$ cat config.mk
export PLATFORM = sky130hd
export DESIGN_NAME = mult_div_unit
export DESIGN_NICKNAME = d
export VERILOG_FILES = /design/src/rtl/mult_div_unit.sv
export SDC_FILE = /design/constraint.sdc
export NUM_CORES = 1
export LEC_CHECK = 0
export BUFFER_PORTS_ARGS = -buffer_cell sky130_fd_sc_hd__buf_4
export CORE_ASPECT_RATIO = 1.1
export CORE_MARGIN = 8
export CORE_UTILIZATION = 62
export CTS_BUF_LIST = sky130_fd_sc_hd__clkbuf_16
export DETAILED_ROUTE_END_ITERATION = 8
export PLACE_DENSITY = 0.81
export SLEW_MARGIN = 20
export SYNTH_ARGS = -nofsm -noshare
export SYNTH_HDL_FRONTEND = slang
export SYNTH_SLANG_ARGS = --single-unit
export TNS_END_PERCENT = 50
$ cat constraint.sdc
create_clock -name clock -period 8.7 [get_ports clock]
set_clock_uncertainty 0.1 [all_clocks]
set_input_delay 1.74 -clock clock [delete_from_list [all_inputs] [get_ports clock]]
set_output_delay 1.74 -clock clock [all_outputs]
set_load 0.03 [all_outputs]
$ cat src/rtl/mult_div_unit.sv
// Multi-cycle signed multiply/divide unit for the execute stage.
// Multiply: radix-2 shift-add on operand magnitudes, sign applied at the end.
// Divide:   restoring division on magnitudes, quotient truncated toward zero.
// The start edge is edge 0; the result and ready strobe appear on edge WIDTH+1.
module mult_div_unit #(
   parameter int unsigned WIDTH = 32
) (
   input  logic             clock,
   input  logic             reset,
   input  logic [WIDTH-1:0] data_operandA,
   input  logic [WIDTH-1:0] data_operandB,
   input  logic             ctrl_MULT,
   input  logic             ctrl_DIV,
   output logic [WIDTH-1:0] data_result,
   output logic             data_exception,
   output logic             data_resultRDY
);

   localparam int unsigned CntW = $clog2(WIDTH + 1);
   localparam logic [CntW-1:0] LastCnt = CntW'(WIDTH - 1);

   typedef enum logic [1:0] {IDLE, MUL_RUN, DIV_RUN, DONE} state_t;

   state_t r_state;
   state_t w_state_next;

   logic [CntW-1:0]    r_count;
   // Multiply: shifted multiplicand magnitude. Divide: low WIDTH bits hold
   // the dividend, which is shifted out MSB-first while quotient bits shift in.
   logic [2*WIDTH-1:0] r_maga;
   // Multiply: multiplier magnitude, shifted right. Divide: divisor magnitude.
   logic [WIDTH-1:0]   r_magb;
   // Multiply: product accumulator. Divide: low WIDTH bits are the remainder.
   logic [2*WIDTH-1:0] r_acc;
   logic               r_neg;
   logic               r_is_mul;

   logic [WIDTH-1:0]   r_result;
   logic               r_exc;
   logic               r_rdy;

   logic               w_start;
   logic [WIDTH-1:0]   w_maga_in;
   logic [WIDTH-1:0]   w_magb_in;

   logic [WIDTH:0]     w_shift;
   logic               w_ge;
   logic [WIDTH-1:0]   w_diff;

   logic [2*WIDTH-1:0] w_prod;
   logic [WIDTH-1:0]   w_quo;
   logic               w_complete;
   logic [WIDTH-1:0]   w_res_next;
   logic               w_exc_next;

   assign w_start = ctrl_MULT | ctrl_DIV;

   // Magnitude of the most negative value stays representable as unsigned.
   assign w_maga_in = data_operandA[WIDTH-1] ? (~data_operandA + 1'b1) : data_operandA;
   assign w_magb_in = data_operandB[WIDTH-1] ? (~data_operandB + 1'b1) : data_operandB;

   // Restoring-division trial: partial remainder with next dividend bit appended.
   assign w_shift = {r_acc[WIDTH-1:0], r_maga[WIDTH-1]};
   assign w_ge    = (w_shift >= {1'b0, r_magb});
   // When w_ge holds the true difference is below the divisor, so WIDTH bits suffice.
   assign w_diff  = w_shift[WIDTH-1:0] - r_magb;

   // State register.
   always_ff @(posedge clock) begin
      if (reset) begin
         r_state <= IDLE;
      end else begin
         r_state <= w_state_next;
      end
   end

   // Next-state logic; a start pulse overrides whatever is in flight.
   always_comb begin
      w_state_next = r_state;
      if (ctrl_MULT) begin
         w_state_next = MUL_RUN;
      end else if (ctrl_DIV) begin
         w_state_next = DIV_RUN;
      end else begin
         unique case (r_state)
            IDLE:    w_state_next = IDLE;
            MUL_RUN: if (r_count == LastCnt) w_state_next = DONE;
            DIV_RUN: if (r_count == LastCnt) w_state_next = DONE;
            DONE:    w_state_next = IDLE;
            default: w_state_next = IDLE;
         endcase
      end
   end

   // Output logic: final sign fix-up and exception detection in DONE.
   always_comb begin
      w_prod     = r_neg ? (~r_acc + 1'b1) : r_acc;
      w_quo      = r_maga[WIDTH-1:0];
      w_complete = (r_state == DONE) && !w_start;
      w_res_next = '0;
      w_exc_next = 1'b0;
      if (r_is_mul) begin
         w_res_next = w_prod[WIDTH-1:0];
         // Upper half plus bit WIDTH-1 must be all zeros or all ones.
         w_exc_next = !((&w_prod[2*WIDTH-1:WIDTH-1]) || !(|w_prod[2*WIDTH-1:WIDTH-1]));
      end else if (r_magb == '0) begin
         w_res_next = '0;
         w_exc_next = 1'b1;
      end else begin
         w_res_next = r_neg ? (~w_quo + 1'b1) : w_quo;
         // Only a positive quotient of magnitude 2^(WIDTH-1) is unrepresentable.
         w_exc_next = !r_neg && w_quo[WIDTH-1];
      end
   end

   // Datapath: operand capture on start, one iteration per running cycle.
   always_ff @(posedge clock) begin
      if (reset) begin
         r_count  <= '0;
         r_maga   <= '0;
         r_magb   <= '0;
         r_acc    <= '0;
         r_neg    <= 1'b0;
         r_is_mul <= 1'b0;
      end else if (w_start) begin
         r_count  <= '0;
         r_maga   <= {{WIDTH{1'b0}}, w_maga_in};
         r_magb   <= w_magb_in;
         r_acc    <= '0;
         r_neg    <= data_operandA[WIDTH-1] ^ data_operandB[WIDTH-1];
         r_is_mul <= ctrl_MULT;
      end else if (r_state == MUL_RUN) begin
         if (r_magb[0]) begin
            r_acc <= r_acc + r_maga;
         end
         r_maga  <= r_maga << 1;
         r_magb  <= r_magb >> 1;
         r_count <= r_count + 1'b1;
      end else if (r_state == DIV_RUN) begin
         r_acc   <= {{WIDTH{1'b0}}, (w_ge ? w_diff : w_shift[WIDTH-1:0])};
         r_maga  <= {{WIDTH{1'b0}}, r_maga[WIDTH-2:0], w_ge};
         r_count <= r_count + 1'b1;
      end
   end

   // Result registers: load on completion, hold otherwise; strobe for one cycle.
   always_ff @(posedge clock) begin
      if (reset) begin
         r_result <= '0;
         r_exc    <= 1'b0;
         r_rdy    <= 1'b0;
      end else begin
         r_rdy <= w_complete;
         if (w_complete) begin
            r_result <= w_res_next;
            r_exc    <= w_exc_next;
         end
      end
   end

   assign data_result    = r_result;
   assign data_exception = r_exc;
   assign data_resultRDY = r_rdy;

endmodule

==> results of run 1 <==
-- through the flow --
stage                     hold WS (ns)  std cells  util [%]  total power [mW]  setup slack [ns]
after floorplan                 0.3673       2371         -             1.448             3.976
after global placement          0.3842       2699     66.06             1.586             3.663
after detailed placement        0.3892       2699     66.06             1.600             3.549
after CTS                       0.3972       2741     68.77             2.577             4.087
after global routing            0.4108       2742     68.90             2.692             3.859
final                           0.3951       2743     68.91             2.581             4.077
-- worst max-delay path: cells and delay by family --
| family | cells | cell delay (ns) |
|---|---|---|
| xor gates and xnor gates | 1 | 0.15 |
| and+or+nand+nor | 8 | 2.40 |
| buffers and inverters | 1 | 0.12 |
| AOI/OAI and AO/OA | 2 | 0.54 |
-- worst max path at each step --
stage | startpoint | slack, ns | cells past startpoint | end
2_1_floorplan | data_operandB[8] | 3.98 | 10 | r_magb[28]
3_3_place_gp | data_operandB[4] | 3.66 | 12 | r_magb[30]
3_5_place_dp | data_operandB[4] | 3.55 | 12 | r_magb[30]
4_1_cts | data_operandB[4] | 4.09 | 12 | r_magb[30]
5_1_grt | data_operandB[4] | 3.86 | 12 | r_magb[30]
6_report | data_operandB[4] | 4.08 | 12 | r_magb[30]
-- logic make-up after synthesis --
logic type,after synthesis,share of synthesized area [%]
simple gates,814,21.97
xor+xnor,232,11.53
fa+ha+maj,105,7.543
flops,204,23.18
mux,58,3.359
buf+inv,227,4.986
compound gates,731,27.42
-- registers in the layout, summed over array words and instances, names as in the netlist --
name            cells
r_acc              64
r_maga             64
data_result        32
r_magb             32
r_count             6
r_state             2
data_exception      1
data_resultRDY      1
r_is_mul            1
r_neg               1
-- area by class of cell --
type / instances / share of cell area (%)
Inverter: 74 / 1.447
Tap cell: 363 / 2.365
Timing Repair Buffer: 119 / 4.757
Clock inverter: 19 / 0.9448
Sequential cell: 204 / 21.27
Clock buffer: 23 / 2.997
Multi-Input combinational cell: 1940 / 66.20
Antenna cell: 1 / 0.01303
-- synth_stat cells (all sizes together) (9+ instances only) --
master  instances
o21ai         145
mux2i          49
and2           10
o41ai          24
o211ai         11
o31ai          46
inv            73
a21oi         188
nor2b          14
nand2         213
xor2           83
a221oi         34
a21boi         10
mux2            9
and3           14
nand3          42
ha            103
o21a           11
clkbuf        126
xnor2         149
nor2          297
nor4           35
buf            27
or4            35
dfxtp         204
o21bai         17
a22oi           9
nand2b         16
nor3           62
a31oi          21
or3            22
a22o            9
nand4          29
a21o           73
a211oi         75
-- metal layers --
| metal | share of wire (%) | global-route usage [%] | vias to the layer above |
|---|---|---|---|
| li1 | - | - | 8634 |
| met1 | 40 | 34.71 | 8431 |
| met2 | 49 | 54.95 | 636 |
| met3 | 5.3 | 3.346 | 178 |
| met4 | 5.8 | 17.63 | 0 |
| met5 | 0 | 0 | - |
-- report_power, final --
group          switching [mW]  internal [mW]  leakage, nW  total [mW]
Clock                   0.414          0.574        0.396       0.988
Combinational           0.338          0.228         5.99       0.566
Sequential             0.0608          0.966         1.66        1.03
==> flow_summary.ini, run 1 <==
[clock_tree]
tritoncts_clock_tree = yes
clock_latency_ns = 0.54
cts-hold-fix-buffers = 0
post-cts-setup-buffer-count = 0
cts.sinks = 204
cts-buffers-inserted = 23
clock_path_buffers = 3
ctsHtreeMaxLevel = 1
clkTransAtPathRegs_ns = 0.06
root_buffer = sky130_fd_sc_hd__clkbuf_16
postCtsResizedCells = 0

[sta]
timing_limited_maximum_frequency_ghz = 0.2163
slew_headroom_pct = 26.41
post-route-period-util_pct = 53.14
final_max_slew_viol_count = 0
totalNegativeSetupSlack_ns = 0
report.final.setup_viol = 0
final.min_clock_period_ns = 4.623
timing_hold_violations_final = 0
tightestPinTransition_ns = 1.104
rsz0062_at_grt = false

[yosys]
post_synth_inst_count = 2371
top_area_cell_type_share_of_the_netlist_area_pct = 23.18
register_bit_total_from_synthesis = 204
post_synth.cell_area_avg_um2 = 7.430
seq_area_frac_synth_pct = 23.18
mappedNetlistNets = 2544
synth.area.top_cells = sky130_fd_sc_hd__dfxtp_1 23%, sky130_fd_sc_hd__xnor2_1 7.4%, sky130_fd_sc_hd__ha_1 7.3%
yosysWarningCount = 0
synth_async_sr_flop_share_pct = 0
synth_edf_count = 0
synth.cell_area_um2 = 17620
ys.flop_type = sky130_fd_sc_hd__dfxtp_1
synth_largest_area_cell = sky130_fd_sc_hd__dfxtp_1
post_synth_num_cell_types = 78

[floorplan]
die_width_um = 176.7
core_area_um2 = 27870
top_level_ports = 102
die_area_um2 = 34070
initial_core_util_pct = 63.22
rows = 64
die_h_um = 192.8

[critical_path]
slowest_delay_ns = 0.45
regToRegSetupSlack_ns = 4.15
timing.setup.critical_path_class = in2reg
end_kind = flip-flop
critical-path-top-cell-by-count = sky130_fd_sc_hd__or3_1
rr_startpoint = r_acc[0]
slowest_stage = sky130_fd_sc_hd__or4_1
cp_cell_sequence = buf_4 -> nor4_1 -> nand2_1 -> or3_1 -> or3_1 -> or4_1 -> nand2b_1 -> or3_4 -> o31ai_1 -> xnor2_1 -> nor2_1 -> a211oi_1
timing.rr.end = r_acc[62]
timing.critical_path.arrival_ns = 4.96
max_fo_critical_path = 4
worst_r2r_path_depth = 13
crit_required_ns = 9.04
start_kind = input port

[detailed_routing]
routed-via-count = 17880
firstDrtPassIters = 7
drcViolationCount = 0
number_of_antenna_violating_nets_in_the_routed_design = 0
wirelength_mm = 54.07
routed_via_density = 6.518
wire_per_inst_um = 19.71
drt_iter0_markers = 1514

[pwr]
total_leakage_power_nw = 8.044
peakVddDrop_v = 0.0001535
pwrdens_nw_per_um2 = 134.4

[placement]
io_buffer_count = 101
routabilityCongestion = 0.9890
dpl_cell_area_um2 = 18410
hpwl_mm = 41.19

[flow_run]
cap_violations = 0

[layout]
multiInputGateArea_um2 = 12710
nets = 2535
mostFrequentLayoutCells = 294 x sky130_fd_sc_hd__nor2_1, 212 x sky130_fd_sc_hd__nand2_1, 203 x sky130_fd_sc_hd__dfxtp_1, 187 x sky130_fd_sc_hd__a21oi_1, 149 x sky130_fd_sc_hd__xnor2_1
area_growth_syn_to_layout_pct = 8.999
layout.area.seq_um2 = 4085
fillerInstances = 2510
most_frequent_standard_cell_in_the_layout_excluding_fill_and_tap_cells = sky130_fd_sc_hd__nor2_1
final_layout_size_suffix_gt1_share_pct = 8.407
layout.cell_area.non_filler_um2 = 19200

[worst_hold_path]
worstHoldStart = data_result[28]
worstHoldEndpoint = data_result[28]
holdPathStages = 2
min_path_type = reg2reg

[outcome]
status = finished clean

[grt]
grt_pass1_wl_mm = 85.53
antenna_found_initial = 0
vias_in_the_first_global_route = 16790
grt-ovfl-total = 0
grt_max_degree = 101
grt.total_usage_pct = 30.59
Note: power is estimated with default switching activity, not from simulation.
==> inputs of run 2 (changes only) <==
Clock period 8.7 ns to 4.75 ns, I/O delays scaled along.
==> run 2 against run 1 <==
First-iteration DRC count is 11% lower. Register-to-register slack worse by 3.6 ns. Critical path type is now reg2reg. Largest power group unchanged. Via count down 0.61%. Setup slack lost 3.5 ns. Non-clock buffer count increased by 15. Critical endpoint is now r_acc[62]. Die area stayed put.
==> flow_summary.ini, run 2 (synthesis gave the netlist of run 1 again) <==
[outcome]
status = finished clean

[critical_path]
timing.critical_path.arrival_ns = 4.49
path_delay_family = compound AO/OA/AOI/OAI gates
crit_required_ns = 5.03
end_kind = flip-flop
cp.buffers_inverters = 0
cp_cell_sequence = ha_1 -> fa_1 -> a21oi_1 -> nor2_1 -> nor4_1 -> o21ai_0 -> o211ai_1 -> a2111oi_0 -> o311a_1 -> o221ai_1 -> o31ai_1 -> xnor2_1 -> o21ai_0
slowest_stage = sky130_fd_sc_hd__a2111oi_0
critical-path-top-cell-by-count = sky130_fd_sc_hd__o21ai_0
slowest_delay_ns = 0.70
timing.setup.critical_path_class = reg2reg
max_fo_critical_path = 8
start_kind = flip-flop

[floorplan]
core_area_um2 = 27870
initial_core_util_pct = 63.22
die_width_um = 176.7
die_h_um = 192.8
die_area_um2 = 34070
rows = 64
top_level_ports = 102

[grt]
grt.total_usage_pct = 30.86
antenna_found_initial = 0
grt_pass1_wl_mm = 86.65
grt_max_degree = 104
grt-ovfl-total = 0
vias_in_the_first_global_route = 17170

[clock_tree]
cts.sinks = 204
tritoncts_clock_tree = yes
post-cts-setup-buffer-count = 0
postCtsResizedCells = 0
ctsHtreeMaxLevel = 1
cts-buffers-inserted = 24
clkTransAtPathRegs_ns = 0.06
clock_latency_ns = 0.55
root_buffer = sky130_fd_sc_hd__clkbuf_16
clock_path_buffers = 3
cts-hold-fix-buffers = 0

[pwr]
power.share.sequential_pct = 40.9
peakVddDrop_v = 0.0003311
share_clk_of_total_power_pct = 36.6
p_switching_mw = 1.501
swShare_pct = 32.55
total_leakage_power_nw = 8.061
pwrdens_nw_per_um2 = 239.6
pwr-share-comb_pct = 22.4
internal-power_mw = 3.109

[placement]
hpwl_mm = 40.80
dp.cells = 2715
io_buffer_count = 101
routabilityCongestion = 0.9908

[detailed_routing]
routed_via_density = 6.441
routed-via-count = 17770
wirelength_mm = 53.87
wire_per_inst_um = 19.53
firstDrtPassIters = 5
drcViolationCount = 0
drt_iter0_markers = 1344
number_of_antenna_violating_nets_in_the_routed_design = 0

[layout]
mostFrequentLayoutCells = 293 x sky130_fd_sc_hd__nor2_1, 213 x sky130_fd_sc_hd__nand2_1, 203 x sky130_fd_sc_hd__dfxtp_1, 187 x sky130_fd_sc_hd__a21oi_1, 149 x sky130_fd_sc_hd__xnor2_1
area_growth_syn_to_layout_pct = 9.212
most_frequent_standard_cell_in_the_layout_excluding_fill_and_tap_cells = sky130_fd_sc_hd__nor2_1
finish.cell_count_without_fillers = 2759
nets = 2551
reg_top3 = r_acc x64, r_maga x64
final_layout_size_suffix_gt1_share_pct = 8.894
fin_util_pct = 69.04

[sta]
final_max_slew_viol_count = 0
tightestPinTransition_ns = 1.149
post-route-period-util_pct = 88.66
totalNegativeSetupSlack_ns = 0
report.final.setup_viol = 0
slew_headroom_pct = 23.12
timing_hold_violations_final = 0
final.min_clock_period_ns = 4.211
timing_limited_maximum_frequency_ghz = 0.2374
rsz0062_at_grt = false

[flow_run]
cap_violations = 0

[worst_hold_path]
min_path_type = reg2reg
## run 2: cell count changes in the layout (fill, tap and decap cells not counted), moves of 2 or more
cell and change:
sky130_fd_sc_hd__nor2_2 +2, sky130_fd_sc_hd__buf_4 +15, sky130_fd_sc_hd__clkinvlp_4 +3, sky130_fd_sc_hd__bufinv_16 -3
sky130_fd_sc_hd__clkinv_2 -2, sky130_fd_sc_hd__inv_1 -3, sky130_fd_sc_hd__clkinv_1 +6
## run 2: worst min-delay path, delay by kind of cell (launching register included)
kind / cells / cell delay [ns]
flops: 1 / 0.31
simple gates: 2 / 0.14
## run 2: layer usage
layer  track usage [%]  wire, um  part of all wire (%)
met4             18.67      3213                   6.0
met3             3.933      2847                   5.3
met1             34.33     21350                    40
met5                 0         0                     0
met2             55.43     26460                    49
## run 2: power groups by stage
stage,clock network (mW),registers [mW],logic [mW]
finish,1.69,1.89,1.03
global route,1.78,1.89,1.14
CTS,1.71,1.88,1.02
detailed placement,0,1.92,1.02
global placement,0,1.92,0.993
floorplan,0,1.87,0.783
## run 2: area by class of cell
type | instances | area [um2]
fillers | 2424 | 8627
repair buffers | 134 | 1010
diodes | 1 | 2.502
flip-flops and latches | 204 | 4085
well taps | 363 | 454.2
clock buffers | 24 | 600.6
clock inverters | 19 | 102.6
inverters | 74 | 277.8
multi-input cells | 1940 | 12710
## run 2: worst paths after layout
| path | depth (start not counted) | slack [ns] | from | endpoint |
|---|---|---|---|---|
| hold / removal | 2 | 0.40 | data_result[22] | data_result[22] |
| setup / recovery | 13 | 0.54 | r_acc[0] | r_acc[62] |
| hold reg to reg | 2 | 0.40 | data_result[22] | data_result[22] |
| setup reg to reg | 13 | 0.54 | r_acc[0] | r_acc[62] |
## run 2: metrics by stage
stage	hold WS (ns)	instance area (um2)	setup WS, ns	power (mW)
floorplan	0.3673	17620	0.8155	2.652
global placement	0.3829	18520	0.4973	2.911
detailed placement	0.3884	18520	0.3907	2.936
CTS	0.3973	19230	0.6214	4.615
global route	0.4237	19240	0.2618	4.818
finish	0.3953	19240	0.5386	4.610
